==> src/rtl/pe_mac_int_if.sv <==
// rtl/pe_mac_int_if.sv - operand, forward and result bundle of the integer MAC processing element
interface pe_mac_int_if #(
    parameter int DATA_W = 8,
    parameter int LANES  = 1,
    parameter int ACC_W  = 32
);
    logic                      load_in;
    logic                      acc_clr;
    logic [DATA_W*LANES-1:0]   row_in;
    logic [DATA_W*LANES-1:0]   col_in;
    logic                      drain_in;
    logic                      ready_out;
    logic                      load_out;
    logic [DATA_W*LANES-1:0]   row_out;
    logic [DATA_W*LANES-1:0]   col_out;
    logic [ACC_W-1:0]          pe_result;
    logic                      result_vld;
    logic                      overflow;
    logic                      done_pe;

    modport master (
        output load_in, acc_clr, row_in, col_in, drain_in,
        input  ready_out, load_out, row_out, col_out, pe_result, result_vld, overflow, done_pe
    );

    modport slave (
        input  load_in, acc_clr, row_in, col_in, drain_in,
        output ready_out, load_out, row_out, col_out, pe_result, result_vld, overflow, done_pe
    );
endinterface

==> src/rtl/pe_mac_int.sv <==
// rtl/pe_mac_int.sv - SIMD integer multiply-accumulate processing element with operand forwarding
module pe_mac_int #(
    parameter int DATA_W = 8,
    parameter int LANES  = 1,
    parameter int ACC_W  = 32,
    parameter int SIGNED = 1,
    parameter int SAT    = 0
) (
    input  logic        clk,
    input  logic        rst,
    pe_mac_int_if.slave bus
);
    localparam int VW = DATA_W * LANES;

    typedef enum logic [1:0] {IDLE, RUN, FLUSH, OUT} state_t;

    state_t             state_q, state_d;
    logic               ready;
    logic               accept;
    // Input capture stage; the captured operands double as the east/south forward.
    logic               s1_vld_q, s1_vld_d;
    logic               s1_clr_q, s1_clr_d;
    logic [VW-1:0]      row_q, row_d;
    logic [VW-1:0]      col_q, col_d;
    // Product stage
    logic               p_vld_q, p_vld_d;
    logic               p_clr_q, p_clr_d;
    logic [ACC_W-1:0]   p_reg_q, p_reg_d;
    // Accumulator and result
    logic [ACC_W-1:0]   acc_q, acc_d;
    logic               ovf_q, ovf_d;
    logic [ACC_W-1:0]   res_q, res_d;
    logic               res_vld_q, res_vld_d;
    logic [ACC_W-1:0]   dot;
    logic [ACC_W:0]     sum;
    logic               add_ovf;
    logic [ACC_W-1:0]   sat_val;

    // Widen one lane operand to accumulator width; the low ACC_W bits of the
    // widened product equal the extended 2*DATA_W product because ACC_W >= 2*DATA_W.
    function automatic logic [ACC_W-1:0] widen(input logic [DATA_W-1:0] v);
        logic [ACC_W-1:0] r;
        r = {ACC_W{(SIGNED != 0) && v[DATA_W-1]}};
        r[DATA_W-1:0] = v;
        return r;
    endfunction

    assign ready  = (state_q == IDLE) || (state_q == RUN);
    assign accept = bus.load_in & ready;

    assign bus.ready_out  = ready;
    assign bus.load_out   = s1_vld_q;
    assign bus.row_out    = row_q;
    assign bus.col_out    = col_q;
    assign bus.pe_result  = res_q;
    assign bus.result_vld = res_vld_q;
    assign bus.overflow   = ovf_q;
    assign bus.done_pe    = ~p_vld_q & ~s1_vld_q & (state_q != FLUSH) & (state_q != OUT);

    // Next state: drains wait for both pipeline stages to empty before presenting
    always_comb begin
        state_d = state_q;
        case (state_q)
            IDLE:    if (bus.drain_in) state_d = FLUSH;
                     else if (accept)  state_d = RUN;
            RUN:     if (bus.drain_in) state_d = FLUSH;
            FLUSH:   if (!s1_vld_q && !p_vld_q) state_d = OUT;
            OUT:     state_d = IDLE;
            default: state_d = IDLE;
        endcase
    end

    // Lane dot product of the captured operands
    always_comb begin
        dot = '0;
        for (int k = 0; k < LANES; k++) begin
            dot = dot + widen(row_q[k*DATA_W +: DATA_W]) * widen(col_q[k*DATA_W +: DATA_W]);
        end
    end

    // Accumulate with overflow detection, then the pipeline/forward/result next values
    always_comb begin
        sum     = {1'b0, acc_q} + {1'b0, p_reg_q};
        add_ovf = (SIGNED != 0)
                ? ((acc_q[ACC_W-1] == p_reg_q[ACC_W-1]) && (sum[ACC_W-1] != acc_q[ACC_W-1]))
                : sum[ACC_W];
        // Signed overflow can only happen toward the sign of the operands.
        sat_val = (SIGNED != 0)
                ? (acc_q[ACC_W-1] ? {1'b1, {(ACC_W-1){1'b0}}} : {1'b0, {(ACC_W-1){1'b1}}})
                : {ACC_W{1'b1}};

        row_d    = accept ? bus.row_in : row_q;
        col_d    = accept ? bus.col_in : col_q;
        s1_vld_d = accept;
        s1_clr_d = accept & bus.acc_clr;
        p_vld_d  = s1_vld_q;
        p_clr_d  = s1_clr_q;
        p_reg_d  = s1_vld_q ? dot : p_reg_q;

        acc_d = acc_q;
        ovf_d = ovf_q;
        if (p_vld_q) begin
            if (p_clr_q) begin
                acc_d = p_reg_q;
                ovf_d = 1'b0;
            end else if (add_ovf) begin
                acc_d = (SAT != 0) ? sat_val : sum[ACC_W-1:0];
                ovf_d = 1'b1;
            end else begin
                acc_d = sum[ACC_W-1:0];
            end
        end

        res_d     = res_q;
        res_vld_d = 1'b0;
        if (state_q == FLUSH && state_d == OUT) begin
            res_d     = acc_q;
            res_vld_d = 1'b1;
        end
    end

    // State register
    always_ff @(posedge clk) begin
        if (rst) state_q <= IDLE;
        else     state_q <= state_d;
    end

    // Pipeline, forward, accumulator and result registers
    always_ff @(posedge clk) begin
        if (rst) begin
            row_q     <= '0;
            col_q     <= '0;
            s1_vld_q  <= 1'b0;
            s1_clr_q  <= 1'b0;
            p_vld_q   <= 1'b0;
            p_clr_q   <= 1'b0;
            p_reg_q   <= '0;
            acc_q     <= '0;
            ovf_q     <= 1'b0;
            res_q     <= '0;
            res_vld_q <= 1'b0;
        end else begin
            row_q     <= row_d;
            col_q     <= col_d;
            s1_vld_q  <= s1_vld_d;
            s1_clr_q  <= s1_clr_d;
            p_vld_q   <= p_vld_d;
            p_clr_q   <= p_clr_d;
            p_reg_q   <= p_reg_d;
            acc_q     <= acc_d;
            ovf_q     <= ovf_d;
            res_q     <= res_d;
            res_vld_q <= res_vld_d;
        end
    end
endmodule

==> src/flat_wrapper.sv <==
// flat-port wrapper written by rule: the top's interface ports become plain ports
module pe_mac_int_flat 
#(
    parameter int DATA_W = 8,
    parameter int LANES  = 1,
    parameter int ACC_W  = 32,
    parameter int SIGNED = 1,
    parameter int SAT    = 0
)
  (clk, rst, bus_load_in, bus_acc_clr, bus_row_in, bus_col_in, bus_drain_in, bus_ready_out, bus_load_out, bus_row_out, bus_col_out, bus_pe_result, bus_result_vld, bus_overflow, bus_done_pe);
  pe_mac_int_if #(.DATA_W(DATA_W), .LANES(LANES), .ACC_W(ACC_W)) bus_i ();
  input  logic clk;
  input  logic rst;
  input wire logic [$bits(bus_i.load_in)-1:0] bus_load_in;
  input wire logic [$bits(bus_i.acc_clr)-1:0] bus_acc_clr;
  input wire logic [$bits(bus_i.row_in)-1:0] bus_row_in;
  input wire logic [$bits(bus_i.col_in)-1:0] bus_col_in;
  input wire logic [$bits(bus_i.drain_in)-1:0] bus_drain_in;
  output wire logic [$bits(bus_i.ready_out)-1:0] bus_ready_out;
  output wire logic [$bits(bus_i.load_out)-1:0] bus_load_out;
  output wire logic [$bits(bus_i.row_out)-1:0] bus_row_out;
  output wire logic [$bits(bus_i.col_out)-1:0] bus_col_out;
  output wire logic [$bits(bus_i.pe_result)-1:0] bus_pe_result;
  output wire logic [$bits(bus_i.result_vld)-1:0] bus_result_vld;
  output wire logic [$bits(bus_i.overflow)-1:0] bus_overflow;
  output wire logic [$bits(bus_i.done_pe)-1:0] bus_done_pe;
  assign bus_i.load_in = bus_load_in;
  assign bus_i.acc_clr = bus_acc_clr;
  assign bus_i.row_in = bus_row_in;
  assign bus_i.col_in = bus_col_in;
  assign bus_i.drain_in = bus_drain_in;
  assign bus_ready_out = bus_i.ready_out;
  assign bus_load_out = bus_i.load_out;
  assign bus_row_out = bus_i.row_out;
  assign bus_col_out = bus_i.col_out;
  assign bus_pe_result = bus_i.pe_result;
  assign bus_result_vld = bus_i.result_vld;
  assign bus_overflow = bus_i.overflow;
  assign bus_done_pe = bus_i.done_pe;
  pe_mac_int #(.DATA_W(DATA_W), .LANES(LANES), .ACC_W(ACC_W), .SIGNED(SIGNED), .SAT(SAT)) u_core (.clk(clk), .rst(rst), .bus(bus_i));
endmodule
==> config.mk <==
export PLATFORM = sky130hd
export DESIGN_NAME = pe_mac_int_flat
export DESIGN_NICKNAME = d
export VERILOG_FILES = /design/src/rtl/pe_mac_int_if.sv /design/src/rtl/pe_mac_int.sv /design/src/flat_wrapper.sv
export SDC_FILE = /design/constraint.sdc
export NUM_CORES = 1
export LEC_CHECK = 0
export BUFFER_PORTS_ARGS = -buffer_cell sky130_fd_sc_hd__buf_4
export CAP_MARGIN = 15
export CORE_UTILIZATION = 65
export CTS_CLUSTER_DIAMETER = 30
export DETAILED_ROUTE_END_ITERATION = 16
export PLACE_DENSITY_LB_ADDON = 0.05
export SYNTH_ARGS = -nofsm -noshare
export SYNTH_HDL_FRONTEND = slang
export SYNTH_SLANG_ARGS = --single-unit
export TNS_END_PERCENT = 5
==> constraint.sdc <==
create_clock -name clk -period 9.9 [get_ports clk]
set_clock_uncertainty 0.2 [all_clocks]
set_input_delay 0.99 -clock clk [delete_from_list [all_inputs] [get_ports clk]]
set_output_delay 0.99 -clock clk [all_outputs]
set_load 0.02 [all_outputs]
[Word level (Yosys, flattened, before mapping)]
Index checks and enable logic that the tools add are counted.
Word-level totals
  flip-flop bits (word level): 120
  latch bits: 0
  RAM bits: 0
  memory bits (read-only): 0
  output and inout port bits: 53
  logic and storage cells: 47
  memories: 0
Cells by class
  add/subtract/negate cells: 1
  $mul: 1
  div/mod/pow operators: 0
  $lt $le $gt $ge: 0
  equality and inequality tests: 8
  shift operators: 0
  muxes and demuxes: 9
  bitwise operators: 7
  reduce and logical (&&, ||, !) cells: 9
Operators by type and width (number)
  $add 32x32->32: 1
  $mux 32: 1
  $mul 8x8->16: 1
  $mux 2: 4
  $pmux 2 s4: 1
  $eq 2x2->1 const B: 3
  $and 1x1->1: 5
  $ne 2x2->1 const B: 2
  $logic_and 1x1->1: 3
  $mux 1: 3
  $eq 2x1->1 const B: 1
  $logic_not 1->1: 2
  $logic_not 2->1: 1
  $not 1->1: 2
  $reduce_and 2->1: 1
  $reduce_bool 2->1: 1
  $eq 1x1->1: 1
  $logic_or 1x1->1: 1
  $ne 1x1->1: 1

[Longest topological paths before layout]
  depth after elaboration: 9
  depth in mapped cells: 20
  mapped depth without buffers: 19

[Least setup slack after synthesis]
Ideal clock, no wire load.
  kind: register to register
  start point: register u_core.col_q[6] (netlist: u_core.bus.col_out[6])
  end point: register u_core.p_reg_q[14]
  setup time: 122 ps
  arrival time: 4680 ps
  data required time: 9578 ps
  setup slack: 4898 ps
  cell stages (with the launch flop): 19
  path buffers: 1
  clock period less this slack: 5002 ps
  cell sequence: dfxtp_1 -> clkbuf_1 -> nand2_1 -> fa_1 -> fa_1 -> inv_1 -> fa_1 -> inv_1 -> fa_1 -> inv_1 -> ha_1 -> o21ai_1 -> a21boi_1 -> o21ai_1 -> a21boi_0 -> o21ai_1 -> a21oi_1 -> mux2_2 -> a311o_1
On the way
  longest elaborated chain between the ends: 1
Ends and longest elaborated chain
  from (decl): RTL line pe_mac_int.sv:24  | logic [VW-1:0] col_q, col_d;
  from (signal assigned): RTL line pe_mac_int.sv:144  | col_q <= col_d;
  $mul 8x8->16: RTL line pe_mac_int.sv:77  | dot = dot + widen(row_q[k*DATA_W +: DATA_W]) * widen(col_q[k*DATA_W +: DATA_W]);
  to (signal assigned): RTL line pe_mac_int.sv:149  | p_reg_q <= p_reg_d;
  to (decl): RTL line pe_mac_int.sv:28  | logic [ACC_W-1:0] p_reg_q, p_reg_d;
Every way passes these cells.
A chain may end at the register's enable or synchronous reset.

[Final worst setup path]
  start point: register u_core.col_q[7] (netlist: u_core.bus.col_out[7])
  end point: register u_core.p_reg_q[14]
The elaborated chain is that of the path after synthesis.

==> run_results.csv <==
group,metric,value,unit
outcome,outcome,"finished clean",
sta,slew-limit-headroom,30.3,%
die,die-area,12600,µm²
logic_synthesis,syn_area_per_cell,8.14,µm²
worst_setup_path,cp-start-kind,"flip-flop",
sta,min_period,5170,ps
sta,fin_tns_setup,0,ps
global_routing,grt_pass1_wl,30.9,mm
logic_synthesis,synth_top_area_cell,"dfxtp_1",
placement,io_buffers,73,
cts,cts_buffers,9,
logic_synthesis,async_flop_share,0,%
sta,period_share,52.3,%
placement,gp_congestion,0.883,
global_routing,groute.usage.overall,30.6,%
global_routing,grt-ovfl-total,0,
pwr,fin_total_pwr,1000,µW
logic_synthesis,ys_types,64,
sta,hold-worst-slack,253,ps
global_routing,grt_busiest_layer,"met2",
run,drv_cap,0,
cts,cts_sinks,104,
logic_synthesis,yosysWarnings,0,
cells_and_area,fin_cells,1170,
sta,hold_viol,0,
die,io_pins,74,
die,die_height,112,µm
cts,htree_levels,3,
global_routing,grt_pass1_vias,6294,
detailed_routing,post_drt_wl_per_cell,15.5,µm
die,start_util,68.0,%
detailed_routing,drt-initial-drc-count,612,
global_routing,grt_util_met2,48.2,%
sta,setup_viol,0,
logic_synthesis,ys_top_cells_by_area,"dfxtp_1 (26%), fa_1 (14%), ha_1 (9.5%)",
sta,tightest_slew,1050,ps
sta,rsz0062_at_grt,"false",
placement,pre_cts_ws,4780,ps
cts,path_clk_slew,70,ps
cells_and_area,n_antenna_cell,0,
pwr,power.leakage,0.00391,µW
cells_and_area,area_growth,11.7,%
die,fp.dieW,112,µm
global_routing,use_met3,6.97,%
cts,hold_buffers,0,
logic_synthesis,synth_cells,974,
logic_synthesis,yosys_register_bits,104,
detailed_routing,antenna_left,0,
detailed_routing,routed_wl,18.2,mm
global_routing,antenna_found_initial,0,
cts,clk_latency,350,ps
cells_and_area,fin_nets,1159,
die,fp.coreArea,11700,µm²
pwr,power_density,113,nW/µm²
pwr,vdd_drop_max,124,µV
cts,root_buffer,"clkbuf_16",
logic_synthesis,ys_seq_area_share,26.3,%
global_routing,grt_max_degree,96,
logic_synthesis,synth_edf_count,0,
sta,final_max_slew_viol_count,0,
worst_setup_path,arrival,5210,ps
logic_synthesis,syn-cell-area,7930,µm²
worst_setup_path,crit_fanout,8,
sta,fmax,193,MHz
detailed_routing,drt_drc_violations_left,0,
logic_synthesis,syn_nets,1111,
cts,tritoncts,"yes",
worst_setup_path,path_class,"flip-flop to flip-flop",
cts,cts_buffer_depth,2,
worst_hold_path,hp-class,"flip-flop to flip-flop",
detailed_routing,drtPass1Iterations,5,
sta,timing.final.ws_setup,4730,ps
cts,postCtsSetupRepairBufs,0,
cells_and_area,drive_above_1_share,10.9,%
detailed_routing,routed_via_density,5.78,
die,rows,39,
global_routing,met1_usage,44.1,%
placement,dp.cells,1154,
placement,hpwl,13.2,mm
worst_setup_path,required,9940,ps
logic_synthesis,ys.flop_type,"dfxtp_1",
logic_synthesis,synth_top_cell_area_share,26.3,%
detailed_routing,route.vias.total,6762,
worst_setup_path,crit_path_end_kind,"flip-flop",
cts,cts.repair.resized,0,
through the flow:
step                      area, µm²  util, %
after global routing           8850     75.9
after global placement         8550     73.3
after CTS                      8850     75.9
after floorplan                7930        -
after detailed placement       8550     73.3
final                          8850     75.9
cell type report:
class	instances	area, µm²
fillers	896	2810
clock buffers	11	243
well taps	143	179
repair buffers	79	593
flip-flops and latches	104	2080
multi-input cells	728	5320
clock inverters	5	62.6
inverters	100	375
cell usage in the layout (no fill, tap or decap), types with 12 or more instances in the layout:
cell type and n:
a21o_1 13, a21oi_1 101, and2_1 41, buf_4 79
dfxtp_1 103, fa_1 56, ha_1 60, inv_1 97
mux2i_1 19, nand2_1 162, nand3_1 12, nor2_1 59
nor3_1 13, o21ai_0 36, xnor2_1 23, xor2_1 12
metal layers:
layer  up-vias  wire length (µm)
met5         -                 0
met4         0               139
met3         9              1250
met2       197              8270
met1      3202              8540
li1       3354                 -
worst max-delay path: stages, from the launching register on:
cell,delay [ps]
dfxtp_1,530
nand2b_1,140
fa_1,520
fa_1,560
inv_1,60
fa_1,530
inv_1,50
fa_1,520
inv_1,40
ha_1,310
o21ai_1,90
a21boi_1,190
o21ai_1,100
a21boi_0,310
o21ai_1,130
a21oi_1,150
mux2_2,340
a311o_1,310
state kept, by name, summed over array words and instances, names as in the netlist:
signal                 flops
u_core.acc_q              32
u_core.bus.pe_result      32
u_core.p_reg_q            16
u_core.p_vld_q             1
u_core.bus.col_out         8
u_core.bus.result_vld      1
u_core.p_clr_d             1
u_core.p_clr_q             1
u_core.bus.load_out        1
u_core.state_q             2
u_core.bus.overflow        1
u_core.bus.row_out         8
path summary, 6_finish.rpt:
| check | slack [ps] | cells past startpoint | endpoint | startpoint |
|---|---|---|---|---|
| worst max-delay path | 4730 | 17 | u_core.p_reg_q[14] | u_core.bus.col_out[7] |
| worst min-delay path | 250 | 2 | u_core.bus.pe_result[7] | u_core.bus.pe_result[7] |
| worst max register to register | 4730 | 17 | u_core.p_reg_q[14] | u_core.bus.col_out[7] |
| worst min register to register | 250 | 2 | u_core.bus.pe_result[7] | u_core.bus.pe_result[7] |
cell families (layout without fill, tap and decap cells):
logic type                 after synthesis  in the layout  synth area share, %
AOI/OAI and AO/OA                      223            223                 17.5
adders and majority gates              116            116                 23.6
xor gates and xnor gates                35             35                 3.87
buffers and inverters                  142            195                 6.73
and+or+nand+nor                        334            334                 19.5
muxes                                   20             20                 2.54
DFF                                    104            104                 26.3
power breakdown:
part	switching (µW)	internal (µW)	total [µW]
Clock	164	206	369
Sequential	21.2	434	455
Combinational	108	71.9	180
Total	293	711	1000
synthesized netlist by cell type (3+ instances only):
library cell / n
nor2_1: 59
nor2b_1: 10
nor3b_1: 3
o21a_1: 4
and2_1: 41
nor3_1: 13
a21oi_1: 101
o31ai_1: 5
o21ai_0: 36
o21ai_1: 6
a311oi_1: 11
o211ai_1: 5
nand2_1: 162
xor2_1: 12
ha_1: 60
clkbuf_1: 34
a21o_1: 13
fa_1: 56
dfxtp_1: 104
mux2i_1: 19
a21boi_0: 3
a211oi_1: 8
a31oi_1: 3
inv_1: 97
nand3_1: 12
buf_1: 8
nor4_1: 3
nand2b_1: 8
xnor2_1: 23
and3_1: 7
Power figures use the tool's default switching activity.
